$ cat config.mk
export PLATFORM = sky130hd
export DESIGN_NAME = lc3_datapath_monitor
export DESIGN_NICKNAME = d
export VERILOG_FILES = /design/src/rtl/lc3_datapath_monitor.sv
export SDC_FILE = /design/constraint.sdc
export NUM_CORES = 1
export LEC_CHECK = 0
export CORE_UTILIZATION = 43
export CTS_CLUSTER_DIAMETER = 30
export DETAILED_ROUTE_END_ITERATION = 6
export GPL_TIMING_DRIVEN = 0
export PLACE_DENSITY = 0.81
export SLEW_MARGIN = 20
export SYNTH_ARGS = -nofsm -noshare
export SYNTH_HDL_FRONTEND = slang
export SYNTH_SLANG_ARGS = --single-unit
$ cat constraint.sdc
create_clock -name clk -period 2.4 [get_ports clk]
set_clock_uncertainty 0.05 [all_clocks]
set_input_delay 0.72 -clock clk [delete_from_list [all_inputs] [get_ports clk]]
set_output_delay 0.72 -clock clk [all_outputs]
set_load 0.05 [all_outputs]
$ cat src/rtl/lc3_datapath_monitor.sv
// Runtime checker for the LC-3 datapath: bus-driver exclusivity, bus/driver agreement,
// NZP encoding/value and post-reset state, with sticky flags, saturating counts and first-error record.
module lc3_datapath_monitor #(
   parameter int unsigned WIDTH       = 16,
   parameter int unsigned NUM_DRV     = 4,
   parameter int unsigned CNT_W       = 8,
   parameter int unsigned TS_W        = 16,
   parameter bit          HALT_ON_ERR = 1'b0
) (
   input  logic                     clk,
   input  logic                     rst_n,
   input  logic                     mon_en,
   input  logic                     clr,
   input  logic [NUM_DRV-1:0]       drv_en,
   input  logic [NUM_DRV*WIDTH-1:0] drv_data,
   input  logic [WIDTH-1:0]         bus,
   input  logic                     flag_we,
   input  logic [2:0]               nzp,
   input  logic                     state_zero,
   output logic [4:0]               err_sticky,
   output logic                     err_any,
   output logic [5*CNT_W-1:0]       err_count,
   output logic                     first_vld,
   output logic [2:0]               first_id,
   output logic [TS_W-1:0]          first_ts,
   output logic                     halted
);
   localparam int unsigned NCHK = 5;

   typedef enum logic [1:0] {POST_RST, RUN, HALTED} state_t;

   state_t            state, state_nx;
   logic [NCHK-1:0]   fire;
   logic [2:0]        low_id;
   logic [2:0]        nzp_exp;
   logic              pend;
   logic              flags_init;
   logic [WIDTH-1:0]  bus_q;
   logic [TS_W-1:0]   ts;

   assign err_any = |err_sticky;

   always_comb begin
      nzp_exp = {bus_q[WIDTH-1], (bus_q == '0), (!bus_q[WIDTH-1] && (bus_q != '0))};
   end

   // Check evaluation and next-state
   always_comb begin
      state_nx = state;
      fire     = '0;
      unique case (state)
         POST_RST: begin
            fire[4]  = mon_en && !state_zero;
            state_nx = RUN;
         end
         RUN: begin
            if (mon_en) begin
               fire[0] = $countones(drv_en) > 1;
               for (int unsigned i = 0; i < NUM_DRV; i++) begin
                  if (drv_en[i] && (bus != drv_data[i*WIDTH +: WIDTH])) fire[1] = 1'b1;
               end
               fire[2] = ($countones(nzp) > 1) || ((nzp == 3'b000) && flags_init);
               fire[3] = pend && (nzp != nzp_exp);
            end
            if (HALT_ON_ERR && !clr && (fire != '0)) state_nx = HALTED;
         end
         HALTED: begin
            if (clr) state_nx = RUN;
         end
         default: state_nx = POST_RST;
      endcase
   end

   always_comb begin
      low_id = 3'd0;
      for (int k = NCHK - 1; k >= 0; k--) begin
         if (fire[k]) low_id = 3'(k);
      end
   end

   // State register and free-running timestamp
   always_ff @(posedge clk or negedge rst_n) begin
      if (!rst_n) begin
         state  <= POST_RST;
         halted <= 1'b0;
         ts     <= '0;
      end else begin
         state  <= state_nx;
         halted <= (state_nx == HALTED);
         ts     <= ts + TS_W'(1);
      end
   end

   // NZP write pipeline: each flag write is checked against its own bus value one cycle later
   always_ff @(posedge clk or negedge rst_n) begin
      if (!rst_n) begin
         pend       <= 1'b0;
         flags_init <= 1'b0;
         bus_q      <= '0;
      end else if (clr) begin
         pend       <= 1'b0;
         flags_init <= 1'b0;
      end else if ((state != HALTED) && mon_en && flag_we) begin
         pend       <= 1'b1;
         bus_q      <= bus;
         flags_init <= 1'b1;
      end else begin
         pend       <= 1'b0;
      end
   end

   // Error logs; clr drops any errors firing in the same cycle
   always_ff @(posedge clk or negedge rst_n) begin
      if (!rst_n) begin
         err_sticky <= '0;
         err_count  <= '0;
         first_vld  <= 1'b0;
         first_id   <= 3'd0;
         first_ts   <= '0;
      end else if (clr) begin
         err_sticky <= '0;
         err_count  <= '0;
         first_vld  <= 1'b0;
         first_id   <= 3'd0;
         first_ts   <= '0;
      end else if (fire != '0) begin
         err_sticky <= err_sticky | fire;
         for (int unsigned k = 0; k < NCHK; k++) begin
            if (fire[k] && (err_count[k*CNT_W +: CNT_W] != {CNT_W{1'b1}}))
               err_count[k*CNT_W +: CNT_W] <= err_count[k*CNT_W +: CNT_W] + CNT_W'(1);
         end
         if (!first_vld) begin
            first_vld <= 1'b1;
            first_id  <= low_id;
            first_ts  <= ts;
         end
      end
   end
endmodule

==> reports/qor.csv <==
stage;metric;value;unit
worst_setup_path;crit-path most repeated cell;nand4_1;
global_routing;largest net degree at the start of global routing;74;
cts;CTS root buf;clkbuf_16;
global_routing;antenna violations before repair;0;
die;Starting Density;0.442;
die;core box area;12100;um^2
routing;DR vias/cell;5.33;
routing;WL per Instance;18.0;um
layout;# diodes;0;
layout;Layout area overhead;47.2;%
sta;final hold viol count;0;
worst_setup_path;WP data required;2590;ps
place;Detail Placement HPWL;10700;um
worst_setup_path;critical setup path kind;primary input to flip-flop;
synthesis;Post-synth EDFFs;0;
status;status;finished, violations left;
die;die area;12800;um^2
routing;Routed Antenna Nets;0;
global_routing;first-pass GRT wire length;24100;um
power;worst vdd ir;299;uV
routing;drt pass-1 iters;4;
layout;Nets;776;
layout;Final Cell Area;7840;um^2
worst_setup_path;worst reg2reg path startpoint;bus_q[13];
global_routing;vias in the first global route;4766;
sta;post-route clock period utilization;1.12;
synthesis;Mapped Nets;599;
global_routing;GRT overflow;0;
synthesis;Synth Cell Area;5330;um^2
place;Final GP Congestion;0.808;
routing;drt total wl;15200;um
min_path;Hold Path Class;primary input to async pin;
cts;Reg clk slew, reported paths;70;ps
synthesis;Synth Instances;498;
sta;setup ws final;-290;ps
cts;TritonCTS clock tree;yes;
status;failing checks;setup timing;
power;PD cells;515;nW/um^2
place;I/O Buffers;142;
sta;RSZ-0062 raised after global routing;yes;
synthesis;Synth top area share;0.479;
worst_setup_path;startpoint types;primary input;
routing;DRC errors left;0;
sta;actual slew at the worst max-slew pin;640;ps
sta;Hold WS;194;ps
power;leak pwr;0.00368;uW
worst_setup_path;worst-path fanout max;5;
flow_run;max-cap violation count;0;
cts;CTS Sinks;102;
worst_setup_path;CP Capture Type;flip-flop;
cts;Skew-Pair Late Insertion Delay;340;ps
synthesis;sequential share of the synthesized area;0.479;
routing;number of DRC markers in iteration 0;238;
worst_setup_path;critical-path cell list;dlygate4sd2_1 > xnor2_1 > nand4_1 > o41ai_2 > nand4_1 > or3b_4 > and3_4 > buf_6 > a22o_4;
synthesis;Avg Cell Area, Syn;10.7;um^2
sta;Pins Over Slew Limit;0;
worst_setup_path;biggest cell delay along the critical path;440;ps
worst_setup_path;internal reg-to-reg setup slack;-280;ps
sta;# setup viols final;26;
layout;layout cell share with drive strength beyond 1;0.288;
synthesis;cell taking the most area after synthesis;dfrtp_1;
die;Chip Height;113;um
cts;CTS Buf Count;9;
sta;relative slew slack;0.573;
sta;fin crit period;2690;ps
synthesis;synth warn;0;
worst_setup_path;arrival time worst endpoint;2880;ps
sta;fmax;372;MHz
worst_setup_path;Slowest-stage cell, CP;or3b_4;
synthesis;Top FF cell, synth;dfrtp_1;
power;total power;4040;uW
worst_setup_path;CP Launch Point;drv_data[15];
cts;CTS Buffer Depth;2;
die;Site Rows;40;
layout;# fillers;907;
die;chip width;113;um
cts;CTS H-tree lvls;3;
synthesis;Netlist cell types;48;
synthesis;synth top area cells;dfrtp_1 48%, xnor2_1 14%, nor2_1 4.2%, nand4_1 3.8%, xor2_1 3.5%;
global_routing;Overall Global Routing Usage;0.243;
synthesis;asr flop ratio synth;1.00;
die;I/O Pins;160;
synthesis;Synth Register Bits;102;
routing;vias;4522;
place;DP Area;7110;um^2
## cell families (layout without fill, tap and decap cells)
| family | after synthesis | in the layout | synth area share |
|---|---|---|---|
| AOI/OAI and AO/OA | 52 | 52 | 0.0808 |
| muxes | 22 | 22 | 0.0451 |
| xor gates and xnor gates | 105 | 105 | 0.173 |
| DFF | 102 | 102 | 0.479 |
| and+or+nand+nor | 177 | 177 | 0.167 |
| buffers and inverters | 32 | 214 | 0.0355 |
| adders and majority gates | 8 | 8 | 0.0202 |
## cells in the mapped netlist (2+ instances only)
master and number:
buf_2 13, nand3b_1 3, ha_1 7, a22o_1 13, o21a_1 2, clkbuf_1 7, nor4_1 4, or3_1 4
o21ai_0 6, xnor2_1 84, mux2_2 16, a22o_2 3, mux2i_1 6, nor3_1 7, a31oi_1 3, a21oi_1 10
or4_1 2, nand4_1 32, a21o_1 2, o41ai_2 4, inv_1 5, dfrtp_1 102, nor2_1 60, o31ai_1 2
and3_1 8, xor2_1 21, buf_6 5, nand3_1 24, nand2_1 24
## critical path: cells and delay by family
kind                   cells  cell delay [ps]
AO/OA/AOI/OAI              2              620
XOR/XNOR                   1              160
buffers and inverters      2              380
AND/OR/NAND/NOR            4              980
## report_power, final
part,leakage (uW),total [uW],internal [uW],switching (uW)
sequential,0.00136,1860,1800,60.7
combinational,0.00219,837,407,430
clock,0.000133,1350,709,636
## routing by layer
layer,up-vias,GRT usage,wire length [um]
met5,-,0,0
met4,0,0.0781,334
met3,28,0.0755,1160
met2,187,0.438,7820
met1,2210,0.274,5910
li1,2097,-,-
## worst paths after layout
| check | to | cells past startpoint |
|---|---|---|
| min in group clk | ts[11] | 1 |
| worst min-delay path | first_ts[12] | 1 |
| worst max register to register | first_ts[3] | 8 |
| max in group asynchronous | bus_q[13] | 2 |
| worst min register to register | ts[11] | 1 |
| worst max-delay path | first_ts[3] | 9 |
## layout make-up
type	instances	area [um^2]	area share
inverter	5	18.8	0.00239
clock buffer	10	229	0.0292
tap	168	210	0.0268
buffer	26	268	0.0342
clock inverter	6	43.8	0.00559
timing repair buffer	167	1480	0.188
multi-input combinational	364	3040	0.388
sequential	102	2550	0.326
## per-stage QoR
step	TNS (ps)	worst slack [ps]	util	std cells
after CTS	-3950	-253	0.637	842
after global routing	-6730	-334	0.650	848
final	-4750	-290	0.650	848
after global placement	-359220	-3090	0.587	808
after detailed placement	-48480	-1040	0.590	809
after floorplan	-5190	-325	-	498
## sequential cells by signal, summed over array words and instances, names as in the netlist
signal / cells
err_sticky: 5
pend: 1
first_vld: 1
ts: 16
halted: 1
bus_q: 16
state: 2
flags_init: 1
first_ts: 16
first_id: 3
err_count: 40
## placed cells by master (no fill, tap or decap), types with 8 or more instances in the layout
master / instances
clkdlybuf4s50_1: 45
dlygate4sd2_1: 18
and3_1: 8
buf_6: 25
nand4_1: 32
dlymetal6s2s_1: 13
buf_4: 18
clkdlybuf4s15_1: 11
clkbuf_2: 21
xnor2_1: 49
clkbuf_16: 9
xnor2_2: 33
mux2_2: 16
nand2_1: 22
buf_2: 25
a21oi_1: 8
dfrtp_1: 102
a22o_1: 13
xor2_1: 21
nand3_1: 22
nor2_1: 58
## what timing repair did
item	4_1_cts	5_1_grt
pin swaps	92	55
hold buffers	0	0
endpoints found under the setup margin	76	68
gates cloned	1	0
resized for setup	249	83
buffers inserted	17	8
(Power assumes the default switching activity.)
==> patch 1, RTL diff (same settings) <==
`TS_W`: 16 -> 14.
--- a/src/rtl/lc3_datapath_monitor.sv
+++ b/src/rtl/lc3_datapath_monitor.sv
@@ -5,5 +5,5 @@
    parameter int unsigned NUM_DRV     = 4,
    parameter int unsigned CNT_W       = 8,
-   parameter int unsigned TS_W        = 16,
+   parameter int unsigned TS_W        = 14,
    parameter bit          HALT_ON_ERR = 1'b0
 ) (
Ports: changed (resized first_ts); port bits go from 160 to 158. The function was not compared with the original's and may differ.
==> patch 1 against the unedited design <==
  * Sequential power down 3%
  * Sequential cell count fell by 4
  * Critical path depth unchanged
  * Cell count rose by 1.1%
  * Non-clock buffer count shrank 10
  * The run still ends with negative setup slack left
  * Count of clock-buffer cells in the layout grew 2
  * Synthesized area grew 2.3%
  * Highest routed layer unchanged
  * Wire length decreased by 2.5%
  * Power increased by 1.2%
  * Sequential share of layout area is 1.5 points lower
  * Setup slack better by 250 ps
  * Final area increased by 0.67%
==> patch 1: results <==
set metrics [dict create \
    outcome "complete, but fails checks" \
    violated_checks "negative setup slack" \
    crit-reg2reg-capture "first_ts[12]$_DFFE_PN0P_" \
    io_buffers 140 \
    fin_tns_setup_ps -418 \
    setup_viol 15 \
    fillerInstances 912 \
    synthesis.nets 620 \
    ys.warnings.count 0 \
    path_delay_family "compound AO/OA/AOI/OAI gates" \
    worst-endpoint-required_ps 2540 \
    grt_antenna_before_repair 1 \
    first_pass_iters 4 \
    vdd_ir_drop_max_mv 0.328 \
    syn-instance-count 519 \
    nets 784 \
    gp_congestion 0.815 \
    critical_path.reg2reg.startpoint "bus_q[7]$_DFFE_PN0P_" \
    routedWlPerCell_um 17.3 \
    rrSetupSlack_ps 60 \
    dp_hpwl_um 10800 \
    postPlaceCellArea_mm2 0.00721 \
    crit_slowest_cell "o41ai_4" \
    clk_pin_slew_worst_paths_ps 70 \
    routed_wirelength_um 14900 \
    leakagePower_nw 3.55 \
    proportion_of_layout_cells_with_a_drive_suffix_above_1 0.265 \
    cpPeakStageDelay_ps 410 \
    worst-path-max-fanout 5 \
    grt_pass1_vias 4687 \
    grt_start_max_net_pins 82 \
    clock_path_buffers 2 \
    finalHoldWorstSlack_ps 157 \
    yosysUniqueCellTypes 52 \
    crit_path_start "bus[6]" \
    grt_usage 0.230 \
    numCtsBuffers 9 \
    top_cells_by_area_in_the_synthesized_netlist "dfrtp_1, xnor2_1, mux2_2, nand4_1, o32ai_2" \
    grt_pass1_wl_um 23300 \
    synth_sequential_area_ratio 0.450 \
    slew_headroom 0.555 \
    ys_async_sr_fraction 1.00 \
    synthTopCellsByCount "dfrtp_1, xnor2_1, nor2_1" \
    synth-edff-count 0 \
    htreeDepth 3 \
    avgViaCountPerCell 5.34 \
    setup_slack_ps -41.7 \
    largest_registers "err_count x40, bus_q x16" \
    clkLatencyLatePin_ps 340 \
    numPlacedInstances 828 \
    drt_iter0_drc 227 \
]
==> patch 1: changes by cell type after synthesis, moves of 9 or more <==
cell     delta
nor2_1     -18
inv_1      +17
a22o_1     -13
nand2_1    +12
o32ai_2    +10
a21oi_1     +9
==> patch 1: cell families (layout without fill, tap and decap cells) <==
family	after synthesis	in the layout	share of synthesized area
XOR/XNOR	96	96	0.156
AO/OA/AOI/OAI	71	71	0.117
adder cells (fa/ha/maj)	8	8	0.0197
buffers and inverters	52	221	0.0478
AND/OR/NAND/NOR	170	170	0.162
flip-flops	98	98	0.450
other	0	1	0
multiplexers	24	24	0.0482
==> patch 1: routing by layer <==
metal | wire length (um) | part of all wire | global-route usage
met1 | 6200 | 0.42 | 0.285
met2 | 7460 | 0.50 | 0.392
met3 | 838 | 0.056 | 0.0513
met4 | 347 | 0.023 | 0.0857
met5 | 0 | 0 | 0
==> patch 1: worst max path at each step <==
| stage | end |
|---|---|
| 2_1_floorplan | first_ts[11]$_DFFE_PN0P_ |
| 3_3_place_gp | err_count[0]$_DFFE_PN0P_ |
| 3_5_place_dp | first_ts[12]$_DFFE_PN0P_ |
| 4_1_cts | first_ts[12]$_DFFE_PN0P_ |
| 5_1_grt | first_ts[3]$_DFFE_PN0P_ |
| 6_report | first_ts[12]$_DFFE_PN0P_ |
==> patch 1: stage by stage <==
stage / setup slack [ps] / utilization / total power, mW
3_3_place_gp: -2940 / 0.591 / 2.56
3_5_place_dp: -1050 / 0.593 / 2.60
2_1_floorplan: -127 / - / 2.27
4_1_cts: 0.171 / 0.634 / 4.06
6_report: -41.7 / 0.649 / 4.09
5_1_grt: -141 / 0.649 / 4.24
==> patch 1: final cells by class <==
| cell class | count | area, um2 | share of cell area |
|---|---|---|---|
| repair buffers | 153 | 1400 | 0.178 |
| clock inverters | 4 | 51.3 | 0.00650 |
| well taps | 168 | 210 | 0.0266 |
| multi-input cells | 369 | 3170 | 0.402 |
| inverters | 22 | 82.6 | 0.0105 |
| clock buffers | 12 | 246 | 0.0312 |
| plain buffers | 30 | 277 | 0.0350 |
| flip-flops and latches | 98 | 2450 | 0.311 |
| diodes | 1 | 2.50 | 0.000317 |
==> patch 1: where the power goes <==
group	internal, mW	switching [mW]	total [mW]
Combinational	0.403	0.437	0.840
Sequential	1.73	0.0782	1.81
Clock	0.838	0.604	1.44
==> patch 1: timing repair <==
item | 4_1_cts | 5_1_grt
resized for setup | 223 | 68
pin swaps | 91 | 34
setup endpoints to repair | 65 | 41
buffers inserted | 10 | 1
endpoints found under the hold margin | 0 | 0
cloned | 1 | 0
==> patch 2, RTL diff (same settings) <==
Made on the original files. The output `halted` loses its register stage (`halted` becomes a continuous assignment).
--- a/src/rtl/lc3_datapath_monitor.sv
+++ b/src/rtl/lc3_datapath_monitor.sv
@@ -83,12 +83,12 @@
       if (!rst_n) begin
          state  <= POST_RST;
-         halted <= 1'b0;
          ts     <= '0;
       end else begin
          state  <= state_nx;
-         halted <= (state_nx == HALTED);
          ts     <= ts + TS_W'(1);
       end
    end
+
+   assign halted = (state_nx == HALTED);
 
    // NZP write pipeline: each flag write is checked against its own bus value one cycle later
Check against the original RTL: same outputs for any inputs over 4 cycles, from zero or initial values and one cycle with rst_n low; that may be too few to reach the edited logic, so the function may still have changed.
==> patch 2 against the unedited design <==
  * Final area is 1.4% higher
  * Critical endpoint unchanged
  * Synthesized area fell by 0.47%
  * Count of clock-buffer cells in the layout fell by 1
  * Setup slack got worse by 20 ps
  * Wire length is 0.81% lower
  * Sequential cell count decreased by 1
  * Largest power group unchanged
  * The run still ends with negative setup slack left
  * Via count down 1.3%
  * Power grew 5.1%
==> patch 2: results <==
set metrics [dict create \
    finish.cell_count_without_fillers 826 \
    leakagePower_nw 3.71 \
    grt_usage 0.233 \
    grt_start_max_net_pins 77 \
    synth_sequential_area_ratio 0.477 \
    worst-path-max-fanout 6 \
    violated_checks "negative setup slack" \
    rrSetupSlack_ps -190 \
    place_ws_ps -1020 \
    htreeDepth 3 \
    dp_hpwl_um 10600 \
    numCtsBuffers 9 \
    ys.warnings.count 0 \
    syn-instance-count 497 \
    vdd_ir_drop_max_mv 0.377 \
    setup_viol 18 \
    first_pass_iters 6 \
    top_cells_by_area_in_the_synthesized_netlist "dfrtp_1, xnor2_1, nor2_1, nand4_1, xor2_1" \
    clk_pin_slew_worst_paths_ps 70 \
    gp_congestion 0.803 \
    avgViaCountPerCell 5.41 \
    crit_path_start "bus[11]" \
    worst-endpoint-arrival_ps 2890 \
    numPlacedInstances 787 \
    cpPeakStageDelay_ps 440 \
    critical_path.reg2reg.startpoint "bus_q[10]$_DFFE_PN0P_" \
    path_delay_family "simple AND/OR/NAND/NOR gates" \
    crit-reg2reg-capture "first_ts[3]$_DFFE_PN0P_" \
    nets 776 \
    fraction_of_synthesized_cell_area_taken_by_the_top_area_cell_type 0.477 \
    outcome "complete, but fails checks" \
    synthTopCellsByCount "dfrtp_1, xnor2_1, nor2_1" \
    most_flop_heavy_register "err_count" \
    postPlaceCellArea_mm2 0.00706 \
    fin_tns_setup_ps -4810 \
    timing.reg2reg.worst_path_depth 8 \
    grt_pass1_vias 4508 \
    proportion_of_layout_cells_with_a_drive_suffix_above_1 0.303 \
    synthesis.nets 598 \
    routed_wirelength_um 15100 \
    clock_path_buffers 2 \
    number_of_flip_flops_in_the_largest_register 40 \
    drt_iter0_drc 173 \
    worst_pin_slew_ps 638 \
    grt_pass1_wl_um 23000 \
    setup_slack_ps -311 \
]
## patch 2: cell count changes after synthesis
cell / unedited run / this run
dfrtp_1: 102 / 101
## patch 2: layout make-up
| type | count | area, um2 |
|---|---|---|
| buffer | 25 | 282 |
| clock buffer | 9 | 225 |
| clock inverter | 6 | 93.8 |
| fill | 891 | 4060 |
| inverter | 5 | 18.8 |
| multi-input combinational | 364 | 3110 |
| sequential | 101 | 2530 |
| tap | 147 | 184 |
| timing repair buffer | 169 | 1510 |
## patch 2: per-stage QoR
step / total power [mW] / hold slack, ps
after floorplan: 2.29 / 374
after global placement: 2.59 / 405
after detailed placement: 2.62 / 426
after CTS: 4.22 / 184
after global routing: 4.41 / 184
final: 4.25 / 181
## patch 2: cell families (layout without fill, tap and decap cells)
group	Yosys count	after routing	share of synthesized area
AO/OA/AOI/OAI	52	52	0.0812
flip-flops	101	101	0.477
buffers and inverters	32	214	0.0356
AND/OR/NAND/NOR	177	177	0.168
multiplexers	22	22	0.0453
XOR/XNOR	105	105	0.173
adder cells (fa/ha/maj)	8	8	0.0203
## patch 2: worst max-delay path by stage
stage,end,depth (start not counted)
finish,first_ts[3]$_DFFE_PN0P_,9
global route,first_ts[3]$_DFFE_PN0P_,9
CTS,first_ts[3]$_DFFE_PN0P_,9
detailed placement,first_ts[11]$_DFFE_PN0P_,9
global placement,bus_q[6]$_DFFE_PN0P_,1
floorplan,first_ts[5]$_DFFE_PN0P_,10
## patch 2: power by group
| group | internal [mW] | leakage (nW) | total (mW) | switching, mW |
|---|---|---|---|---|
| sequential | 1.78 | 1.34 | 1.84 | 0.0589 |
| combinational | 0.429 | 2.22 | 0.862 | 0.433 |
| clock | 0.917 | 0.153 | 1.54 | 0.628 |
| total | 3.13 | 3.71 | 4.25 | 1.12 |
## patch 2: what timing repair did
item	in CTS	in global routing
setup endpoints to repair	75	49
setup buffers	19	6
resized for setup	266	87
gates cloned	1	0
pin swaps	87	49
## patch 2: metal layers
layer,part of all wire,track usage,vias to the layer above,wire length [um]
met2,0.51,0.424,152,7640
met1,0.40,0.268,2200,5990
met3,0.067,0.0536,30,1010
met5,0,0,-,0
met4,0.031,0.0842,0,464
li1,-,-,2083,-
